### src/rtl/xdefs.vh
// Shared build defines for the button capture block: channel count and the
// default debounce timing used when no parameter override is given.
`ifndef XDEFS_VH
`define XDEFS_VH
`define BTN_N          4
`define XBTN_DB_CYCLES 1000000
`define XBTN_CNT_W     20
`endif

### src/rtl/xbtn_capture_pkg.sv
// Common types and helpers for the button capture block.
// Optional auto-repeat is enabled by defining BTN_REPEAT_EN.
`include "xdefs.vh"

package xbtn_capture_pkg;

    localparam int BTN_N = `BTN_N;

    typedef logic [BTN_N-1:0] btn_vec_t;

    // Set wins over clear so a press landing on a clear strobe is never lost.
    function automatic btn_vec_t next_event(input btn_vec_t ev, input btn_vec_t clr, input btn_vec_t set);
        return (ev & ~clr) | set;
    endfunction

    function automatic logic any_set(input btn_vec_t v);
        return |v;
    endfunction

endpackage

### src/rtl/xbtn_debounce.sv
// One button channel: 2-flop synchronizer, debounce counter, level register and
// press detect; auto-repeat timer only when BTN_REPEAT_EN is defined.
`include "xdefs.vh"

module xbtn_debounce
    import xbtn_capture_pkg::*;
#(
    parameter int DB_CYCLES = `XBTN_DB_CYCLES,
    parameter int CNT_W     = `XBTN_CNT_W
`ifdef BTN_REPEAT_EN
    ,
    parameter int REPEAT_CYCLES = 25000000
`endif
) (
    input  logic clk,
    input  logic rst,
    input  logic raw,
    output logic level,
    output logic press
);

    localparam logic [CNT_W-1:0] CNT_LAST = CNT_W'(DB_CYCLES - 1);

    logic sync1_r;
    logic sync2_r;
    logic level_r;
    logic [CNT_W-1:0] cnt_r;
    logic rise_s;

    // Two-stage synchronizer for the asynchronous board input.
    always_ff @(posedge clk) begin
        if (rst) begin
            sync1_r <= 1'b0;
            sync2_r <= 1'b0;
        end else begin
            sync1_r <= raw;
            sync2_r <= sync1_r;
        end
    end

    // Count consecutive disagreeing cycles; accept the new level on the last one.
    always_ff @(posedge clk) begin
        if (rst) begin
            cnt_r   <= {CNT_W{1'b0}};
            level_r <= 1'b0;
        end else if (sync2_r == level_r) begin
            cnt_r   <= {CNT_W{1'b0}};
        end else if (cnt_r == CNT_LAST) begin
            cnt_r   <= {CNT_W{1'b0}};
            level_r <= sync2_r;
        end else begin
            cnt_r   <= cnt_r + CNT_W'(1);
        end
    end

    // Asserted in the cycle before the edge on which the level goes 0->1.
    assign rise_s = sync2_r && !level_r && (cnt_r == CNT_LAST);
    assign level  = level_r;

`ifdef BTN_REPEAT_EN
    localparam int REP_W = $clog2(REPEAT_CYCLES + 1);
    localparam logic [REP_W-1:0] REP_LAST = REP_W'(REPEAT_CYCLES - 1);

    logic [REP_W-1:0] rep_cnt_r;
    logic rep_hit_s;

    // Repeat timer runs from the press edge while the level stays high.
    always_ff @(posedge clk) begin
        if (rst || !level_r) begin
            rep_cnt_r <= {REP_W{1'b0}};
        end else if (rep_cnt_r == REP_LAST) begin
            rep_cnt_r <= {REP_W{1'b0}};
        end else begin
            rep_cnt_r <= rep_cnt_r + REP_W'(1);
        end
    end

    assign rep_hit_s = level_r && (rep_cnt_r == REP_LAST);
    assign press     = rise_s | rep_hit_s;
`else
    assign press     = rise_s;
`endif

endmodule

### src/rtl/xbtn_capture.sv
// Four-button capture: per-channel debounce plus sticky, write-one-to-clear
// press-event flags. Define BTN_REPEAT_EN to enable held-button auto-repeat.
`include "xdefs.vh"

module xbtn_capture
    import xbtn_capture_pkg::*;
#(
    parameter int DB_CYCLES     = `XBTN_DB_CYCLES,
    parameter int CNT_W         = `XBTN_CNT_W,
    parameter int REPEAT_CYCLES = 25000000
) (
    input  logic             clk,
    input  logic             rst,
    input  logic [BTN_N-1:0] btn_raw,
    input  logic [BTN_N-1:0] ev_clr,
    output logic [BTN_N-1:0] btn_level,
    output logic [BTN_N-1:0] btn_event,
    output logic             btn_any
);

    btn_vec_t press_s;
    btn_vec_t event_r;

    for (genvar i = 0; i < BTN_N; i++) begin : g_ch
        xbtn_debounce #(
            .DB_CYCLES     (DB_CYCLES),
            .CNT_W         (CNT_W)
`ifdef BTN_REPEAT_EN
            ,
            .REPEAT_CYCLES (REPEAT_CYCLES)
`endif
        ) u_db (
            .clk   (clk),
            .rst   (rst),
            .raw   (btn_raw[i]),
            .level (btn_level[i]),
            .press (press_s[i])
        );
    end

    // Sticky event flags, cleared by the decoder's write-one strobe.
    always_ff @(posedge clk) begin
        if (rst) begin
            event_r <= {BTN_N{1'b0}};
        end else begin
            event_r <= next_event(event_r, ev_clr, press_s);
        end
    end

    assign btn_event = event_r;
    assign btn_any   = any_set(event_r);

endmodule

### config.mk
export PLATFORM = sky130hd
export DESIGN_NAME = xbtn_capture
export DESIGN_NICKNAME = d
export VERILOG_FILES = /design/src/rtl/xbtn_capture_pkg.sv /design/src/rtl/xbtn_debounce.sv /design/src/rtl/xbtn_capture.sv
export VERILOG_INCLUDE_DIRS = /design/src /design/src/rtl
export SDC_FILE = /design/constraint.sdc
export NUM_CORES = 1
export LEC_CHECK = 0
export ABC_AREA = 1
export ABC_CLOCK_PERIOD_IN_PS = 1300
export BUFFER_PORTS_ARGS = -buffer_cell sky130_fd_sc_hd__buf_2
export CAP_MARGIN = 0
export CORE_UTILIZATION = 53
export DETAILED_ROUTE_END_ITERATION = 12
export PLACE_DENSITY = 0.73
export SLEW_MARGIN = 20
export SYNTH_ARGS = -nofsm -noshare
export SYNTH_HDL_FRONTEND = slang
export SYNTH_SLANG_ARGS = --single-unit
### constraint.sdc
create_clock -name clk -period 1.3 [get_ports clk]
set_input_delay 0.195 -clock clk [delete_from_list [all_inputs] [get_ports clk]]
set_output_delay 0.195 -clock clk [all_outputs]
set_load 0.02 [all_outputs]
==> results of run 1 <==
## worst reg2reg max path, cell delays in order (launching register included)
cell and delay (ns):
dfxtp_2 0.38, inv_1 0.09, nor2_1 0.12, nand2_1 0.07
nor2_1 0.23, nand3_4 0.14, nand3_4 0.14, clkbuf_16 0.20
nor3_2 0.04
## kinds of logic after synthesis
| kind of cell | synth area share |
|---|---|
| XOR/XNOR | 0.0608 |
| flip-flops | 0.392 |
| adder cells (fa/ha/maj) | 0.0204 |
| buffers and inverters | 0.0876 |
| AND/OR/NAND/NOR | 0.391 |
| AO/OA/AOI/OAI | 0.0478 |
## metrics by stage
step | utilization | setup slack [ns] | hold WS [ns]
after global routing | 0.798 | -0.301 | 0.0438
after floorplan | - | 0.00143 | 0.264
after CTS | 0.699 | -0.270 | 0.0274
final | 0.798 | -0.275 | 0.0387
after global placement | 0.641 | -0.0445 | 0.397
after detailed placement | 0.641 | -0.0972 | 0.397
## routing by layer
layer	global-route usage	vias up
met5	0	-
met4	0.0964	0
met3	0.0437	64
met2	0.459	190
met1	0.295	2360
li1	-	2498
## state kept, by name, summed over array words and instances (netlist names)
name,count
g_ch.u_db.sync2_r,4
g_ch.u_db.sync1_r,4
g_ch.u_db.cnt_r,80
btn_event,4
g_ch.u_db.level,4
## power breakdown
group          switching, mW  leakage, nW  total, mW  internal (mW)
Combinational          0.106         1.58      0.186         0.0799
Clock                   1.06       0.0960       1.86          0.799
Sequential           0.00974        0.803       2.95           2.94
Total                   1.18         2.48       5.00           3.82
## cells in the final DEF (no fill, tap or decap), types with 4 or more instances in the layout
cell,n
nand3_2,16
clkbuf_8,11
inv_1,78
xor2_2,5
clkbuf_16,4
a21oi_1,13
nand4_1,14
buf_6,8
dfxtp_2,45
nand3_1,26
nand2_4,9
or2_0,5
dfxtp_4,6
nand2_2,18
nand3_4,12
ha_4,5
xnor2_1,12
a21oi_2,23
nor2_1,105
xor2_1,15
dfxtp_1,45
inv_2,10
buf_12,5
buf_4,71
nor2_4,41
nor2_2,37
buf_2,17
nand3b_1,7
nand2_1,161
## worst max path at each step
| stage | from | end | slack [ns] | cells after the start |
|---|---|---|---|---|
| after floorplan | g_ch[0].u_db.cnt_r[0]$_SDFF_PP0_ | g_ch[0].u_db.cnt_r[18]$_SDFF_PP0_ | 0.001 | 7 |
| after global placement | g_ch[0].u_db.cnt_r[1]$_SDFF_PP0_ | g_ch[0].u_db.cnt_r[18]$_SDFF_PP0_ | -0.04 | 7 |
| after detailed placement | g_ch[1].u_db.cnt_r[1]$_SDFF_PP0_ | g_ch[1].u_db.cnt_r[14]$_SDFF_PP0_ | -0.1 | 6 |
| after CTS | btn_event[2]$_SDFF_PP0_ | btn_any | -0.27 | 2 |
| after global routing | btn_event[1]$_SDFF_PP0_ | btn_any | -0.30 | 2 |
| final | btn_event[1]$_SDFF_PP0_ | btn_any | -0.27 | 2 |
## layout make-up
type / instances / area share
Tap cell: 108 / 0.0191
Clock inverter: 4 / 0.00390
Inverter: 91 / 0.0498
Timing Repair Buffer: 108 / 0.135
Multi-Input combinational cell: 539 / 0.488
Clock buffer: 11 / 0.0214
Sequential cell: 96 / 0.283
## what timing repair did
item	CTS	global route
pin swaps	19	71
setup buffers	8	13
endpoints found under the hold margin	0	0
cloned	1	8
resized for setup	72	202
endpoints found under the setup margin	66	88
hold buffers	0	0
==> summary.md, run 1 <==
| Metric | Value |
|---|---|
| CTS Buf Count | `9` |
| Post-Layout Cell Count | `between 900 and 1,000` |
| Setup TNS | `-5.67 ns` |
| List of most frequent post-synthesis cells | `186 x nand2_1, 175 x nor2_1, 96 x dfxtp_1` |
| Leakage | `2.48 nW` |
| Hold path startpoint | `btn_raw[2]` |
| YS warnings | `0` |
| Fin area | `just over 7000 um2` |
| Placed cell area | `around 5700 um2` |
| Hold Fails Final Rpt | `0` |
| Critical path type | `reg2out` |
| First-pass DRT Iterations | `8` |
| Initial antenna violation count | `0` |
| Maximum achievable frequency | `roughly 0.64 GHz` |
| Antenna Nets Post-Route | `0` |
| Worst clock skew | `roughly 0.013 ns` |
| Remaining DRCs | `2` |
| Share of layout cells above drive strength 1 | `0.429` |
| Vias in the first global route | `about 4,800` |
| RePlAce Congestion | `between 0.9 and 1` |
| Crit. End Element | `output pin` |
| Die area | `~9600 um2` |
| Top cells by area, synth | `dfxtp_1 39%, nand2_1 14%, nor2_1 13%, inv_1 6.5%, nand3_1 4.8%` |
| Slowest cell on crit path | `or4_4` |
| Initial DRC count | `215` |
| First-pass GRT wire length | `19.9 mm` |
| Buf/Inv on CP | `1` |
| Mapped Nets | `752` |
| WHS Endpoint | `g_ch[2].u_db.sync1_r$_SDFF_PP0_` |
| Top-area cell type share of the netlist area | `0.392` |
| Max FO, Critical Path | `3` |
| Hold Path Class | `in2reg` |
| Fill count | `around 520` |
| Total gr overflow | `0` |
| H-tree depth | `3` |
| Register Area | `roughly 2000 um2` |
| Sequential share of the synthesized area | `0.392` |
| Cells after synthesis | `734` |
| Wire length on met2 | `6.80 mm` |
| Antenna cell count | `0` |
| Cell family with most CP delay | `simple AND/OR/NAND/NOR gates` |
| Synth unique cells | `27` |
| PnR worst setup slack | `-0.275 ns` |
| Max-Cap Viols | `0` |
| R2r startpoint | `g_ch[2].u_db.cnt_r[9]$_SDFF_PP0_` |
| Core Rows | `34` |
| R2R Path End | `g_ch[2].u_db.cnt_r[10]$_SDFF_PP0_` |
| Hold Path Stages | `3` |
| Final setup fails | `between 50 and 60` |
| Clock Tree Buf Depth | `2` |
| Sink Count | `96` |
| Core footprint | `just under 9000 um2` |
| Initial Utilization | `0.554` |
| Multi-input gate area | `3440 um2` |
| PD cells | `707 nW/um2` |
| TritonCTS clock tree | `done` |
| Vias per inst | `between 5 and 6` |
| Worst EP arrival | `approximately 1.4 ns` |
| Flop2flop setup slack | `-0.22 ns` |
| Number of synthesized flops with an enable pin | `0` |
| Syn avg cell area | `approximately 6.7 um2` |
| Later-pin clock latency in the skew report | `0.36 ns` |
| Most common cell in the netlist | `nand2_1` |
| Synth area leader | `dfxtp_1` |
| Violated checks | `design-rule violations, negative setup slack` |
| Chip Height | `~100 um` |
| Max-Slew Margin vs Limit | `0.727` |
| Least-Margin Pin Slew | `between 0.4 and 0.5 ns` |
| Worst-path clk slew | `0.10 ns` |
| RSZ-0062 raised after global routing | `yes` |
| Via Count | `~5,100` |
| Fin crit period | `about 1.6 ns` |
| WL met1 | `about 5.6 mm` |
| Layout area overhead | `44.2%` |
| CP peak stage delay | `about 0.53 ns` |
| Final period utilization | `1.21` |
| Max VDD drop | `approximately 0.55 mV` |
| Final Total Pwr | `5.00 mW` |
| Post-layout nets | `around 860` |
| Die Wd | `a little under 100 um` |
| Io pins | `19` |
| Register bit total from synthesis | `96` |
| Largest net degree at the start of global routing | `21` |
| Placed cell count | `roughly 920` |
| Crit path launch type | `flop` |
| Detailed placer's ending HPWL | `7.99 mm` |
| Synth Cell Area | `slightly below 5000 um2` |
| Port bufs | `18` |
| Reg2Reg Depth | `8` |
| Drt total wl | `about 14 mm` |
| Final slew viol count | `0` |
| Synth Flop Type | `dfxtp_1` |
| Average wire per standard cell | `14.3 um` |
| CP Cell Sequence | `or4_4 > buf_6` |
| WL met3 | `about 700 um` |
| Ys async rst share | `0` |
| Top Layer Used | `met4` |
| Status | `complete, but fails checks` |
| Worst Path Required | `~1.1 ns` |
| Global Route Usage Sum | `0.252` |
| Root buffer cell | `clkbuf_8` |
Power figures use the tool's default switching activity.
==> run 2: changes to the inputs <==
- RECOVER_POWER: default -> 50
==> run 2 against run 1 <==
  * The run still ends with design-rule violations, negative setup slack left
  * Clock skew about the same
  * Global-route usage unchanged
  * Critical path depth unchanged
  * Via count about the same
  * Clock power about the same
  * Sequential power about the same
  * Worst setup slack about the same
  * Highest routed layer unchanged
==> summary.md, run 2 (synthesis results as in run 1) <==
| Metric | Value |
|---|---|
| Share of layout cells above drive strength 1 | `0.423 (-0.00589)` |
| Later-pin clock latency in the skew report | `0.37 ns (about the same)` |
| Hold Fails Final Rpt | `0 (unchanged)` |
| Antenna cell count | `0 (unchanged)` |
| Final period utilization | `1.21 (about the same)` |
| Maximum achievable frequency | `0.635 GHz (about the same)` |
| Port bufs | `18 (unchanged)` |
| CTS Buf Count | `9 (unchanged)` |
| R2r startpoint | `g_ch[2].u_db.cnt_r[9]$_SDFF_PP0_` |
| Placed cell area | `5670 um2 (unchanged)` |
| Worst Path Required | `1.11 ns (about the same)` |
| Drt total wl | `13.7 mm (+0.59%)` |
| Crit. End Element | `output pin` |
| Fill count | `524 (+1.2%)` |
| Leakage | `2.46 nW (-0.79%)` |
| R2R Path End | `g_ch[2].u_db.cnt_r[10]$_SDFF_PP0_` |
| Max VDD drop | `0.545 mV (about the same)` |
| Setup TNS | `-5.95 ns (-0.283 ns)` |
| Vias in the first global route | `4,752 (unchanged)` |
| Hold path startpoint | `btn_raw[2]` |
| Fin crit period | `1.57 ns (+0.000306 ns)` |
| WHS Endpoint | `g_ch[2].u_db.sync1_r$_SDFF_PP0_` |
| Final Total Pwr | `5.00 mW (about the same)` |
| Final setup fails | `54 (+1.9%)` |
| Core footprint | `8850 um2 (unchanged)` |
| Max FO, Critical Path | `3 (unchanged)` |
| First-pass GRT wire length | `19.9 mm (unchanged)` |
| Flop2flop setup slack | `-0.22 ns (about the same)` |
| TritonCTS clock tree | `done` |
| Post-layout nets | `863 (unchanged)` |
| Critical path type | `reg2out` |
| Least-Margin Pin Slew | `0.555 ns (+0.148 ns)` |
| Hold Path Stages | `3 (unchanged)` |
| Remaining DRCs | `2 (unchanged)` |
| PnR worst setup slack | `-0.275 ns (-0.000306 ns)` |
| Reg2Reg Depth | `8 (unchanged)` |
| Placed cell count | `917 (unchanged)` |
| Hold Path Class | `in2reg` |
| Fin area | `7050 um2 (-0.12%)` |
| RSZ-0062 raised after global routing | `yes` |
| Final hold slack | `0.0388 ns (+0.0000436 ns)` |
| Most frequent cells in the layout | `161 x nand2_1, 105 x nor2_1, 78 x inv_1` |
| Root buffer cell | `clkbuf_8` |
| Die Wd | `98.1 um (unchanged)` |
| Via Count | `5,107 (-0.098%)` |
| Max-Cap Viols | `0 (unchanged)` |
| Core Rows | `34 (unchanged)` |
| Clock Tree Buf Depth | `2 (unchanged)` |
| Die area | `9630 um2 (unchanged)` |
| Vias per inst | `5.34 (about the same)` |
| Commonest non-fill, non-tap cell in the layout | `nand2_1` |
| H-tree depth | `3 (unchanged)` |
| Chip Height | `98.1 um (unchanged)` |
| First-pass DRT Iterations | `9 (+1)` |
| Violated checks | `design-rule violations, negative setup slack` |
| Average wire per standard cell | `14.4 um (+0.59%)` |
| Sink Count | `96 (unchanged)` |
| Worst EP arrival | `1.38 ns (about the same)` |
| Max reg flops | `80 (unchanged)` |
| Detailed placer's ending HPWL | `7.99 mm (unchanged)` |
| Max-Slew Margin vs Limit | `0.630 (-0.0971)` |
| Initial antenna violation count | `0 (unchanged)` |
| Dpl ws | `-0.0972 ns (unchanged)` |
| Total gr overflow | `0 (unchanged)` |
| Initial DRC count | `216 (+0.47%)` |
| PD cells | `708 nW/um2 (+0.11%)` |
| Util after Layout | `0.797 (-0.000989)` |
| Register with the highest flop count | `g_ch.u_db.cnt_r` |
| Worst clock skew | `0.0132 ns (+0.0000513 ns)` |
| Layout area overhead | `44.0%` |
| Post-Layout Cell Count | `957 (unchanged)` |
| Io pins | `19 (unchanged)` |
| Crit path launch type | `flop` |
| RePlAce Congestion | `0.901 (unchanged)` |
| Largest net degree at the start of global routing | `21 (unchanged)` |
| Final slew viol count | `0 (unchanged)` |
| Worst-path clk slew | `0.10 ns (about the same)` |
| Antenna Nets Post-Route | `0 (unchanged)` |
| Initial Utilization | `0.554 (unchanged)` |
| Global Route Usage Sum | `0.252 (unchanged)` |
| Status | `complete, but fails checks` |
-- run 2: cell count changes in the layout (fill, tap and decap cells not counted) --
cell,previous run,this run
clkbuf_1,0,5
buf_2,17,13
buf_4,71,70
-- run 2: worst max path at each step --
stage	startpoint	end	slack (ns)	cells past startpoint
after floorplan	g_ch[0].u_db.cnt_r[0]$_SDFF_PP0_	g_ch[0].u_db.cnt_r[18]$_SDFF_PP0_	0.001	7
after global placement	g_ch[0].u_db.cnt_r[1]$_SDFF_PP0_	g_ch[0].u_db.cnt_r[18]$_SDFF_PP0_	-0.04	7
after detailed placement	g_ch[1].u_db.cnt_r[1]$_SDFF_PP0_	g_ch[1].u_db.cnt_r[14]$_SDFF_PP0_	-0.1	6
after CTS	btn_event[2]$_SDFF_PP0_	btn_any	-0.27	2
after global routing	btn_event[1]$_SDFF_PP0_	btn_any	-0.30	2
final	btn_event[1]$_SDFF_PP0_	btn_any	-0.27	2
-- run 2: final cells by class --
type	count	area, um2	area share
clock buffers	11	151	0.0215
repair buffers	108	945	0.134
flip-flops and latches	96	2000	0.284
well taps	108	135	0.0192
inverters	91	352	0.0498
clock inverters	4	27.5	0.00390
multi-input cells	539	3440	0.488
-- run 2: what timing repair did --
action / CTS / global route
setup endpoints to repair: 66 / 88
cloned: 1 / 8
resized for setup: 72 / 202
hold buffers: 0 / 0
buffers inserted: 8 / 13
pin swaps: 19 / 71
-- run 2: report_power, final --
group	switching [mW]	internal, mW
clock	1.06	0.799
sequential	0.00971	2.94
combinational	0.107	0.0781
-- run 2: critical path: stages, from the launching register on --
cell	delay [ns]
dfxtp_2	0.34
or4_4	0.53
buf_6	0.15
-- run 2: per-layer routing --
metal / GRT usage / wire length (um) / vias up
met5: 0 / 0 / -
met4: 0.0964 / 501 / 0
met3: 0.0437 / 692 / 62
met2: 0.459 / 6860 / 192
met1: 0.295 / 5690 / 2359
li1: - / - / 2494
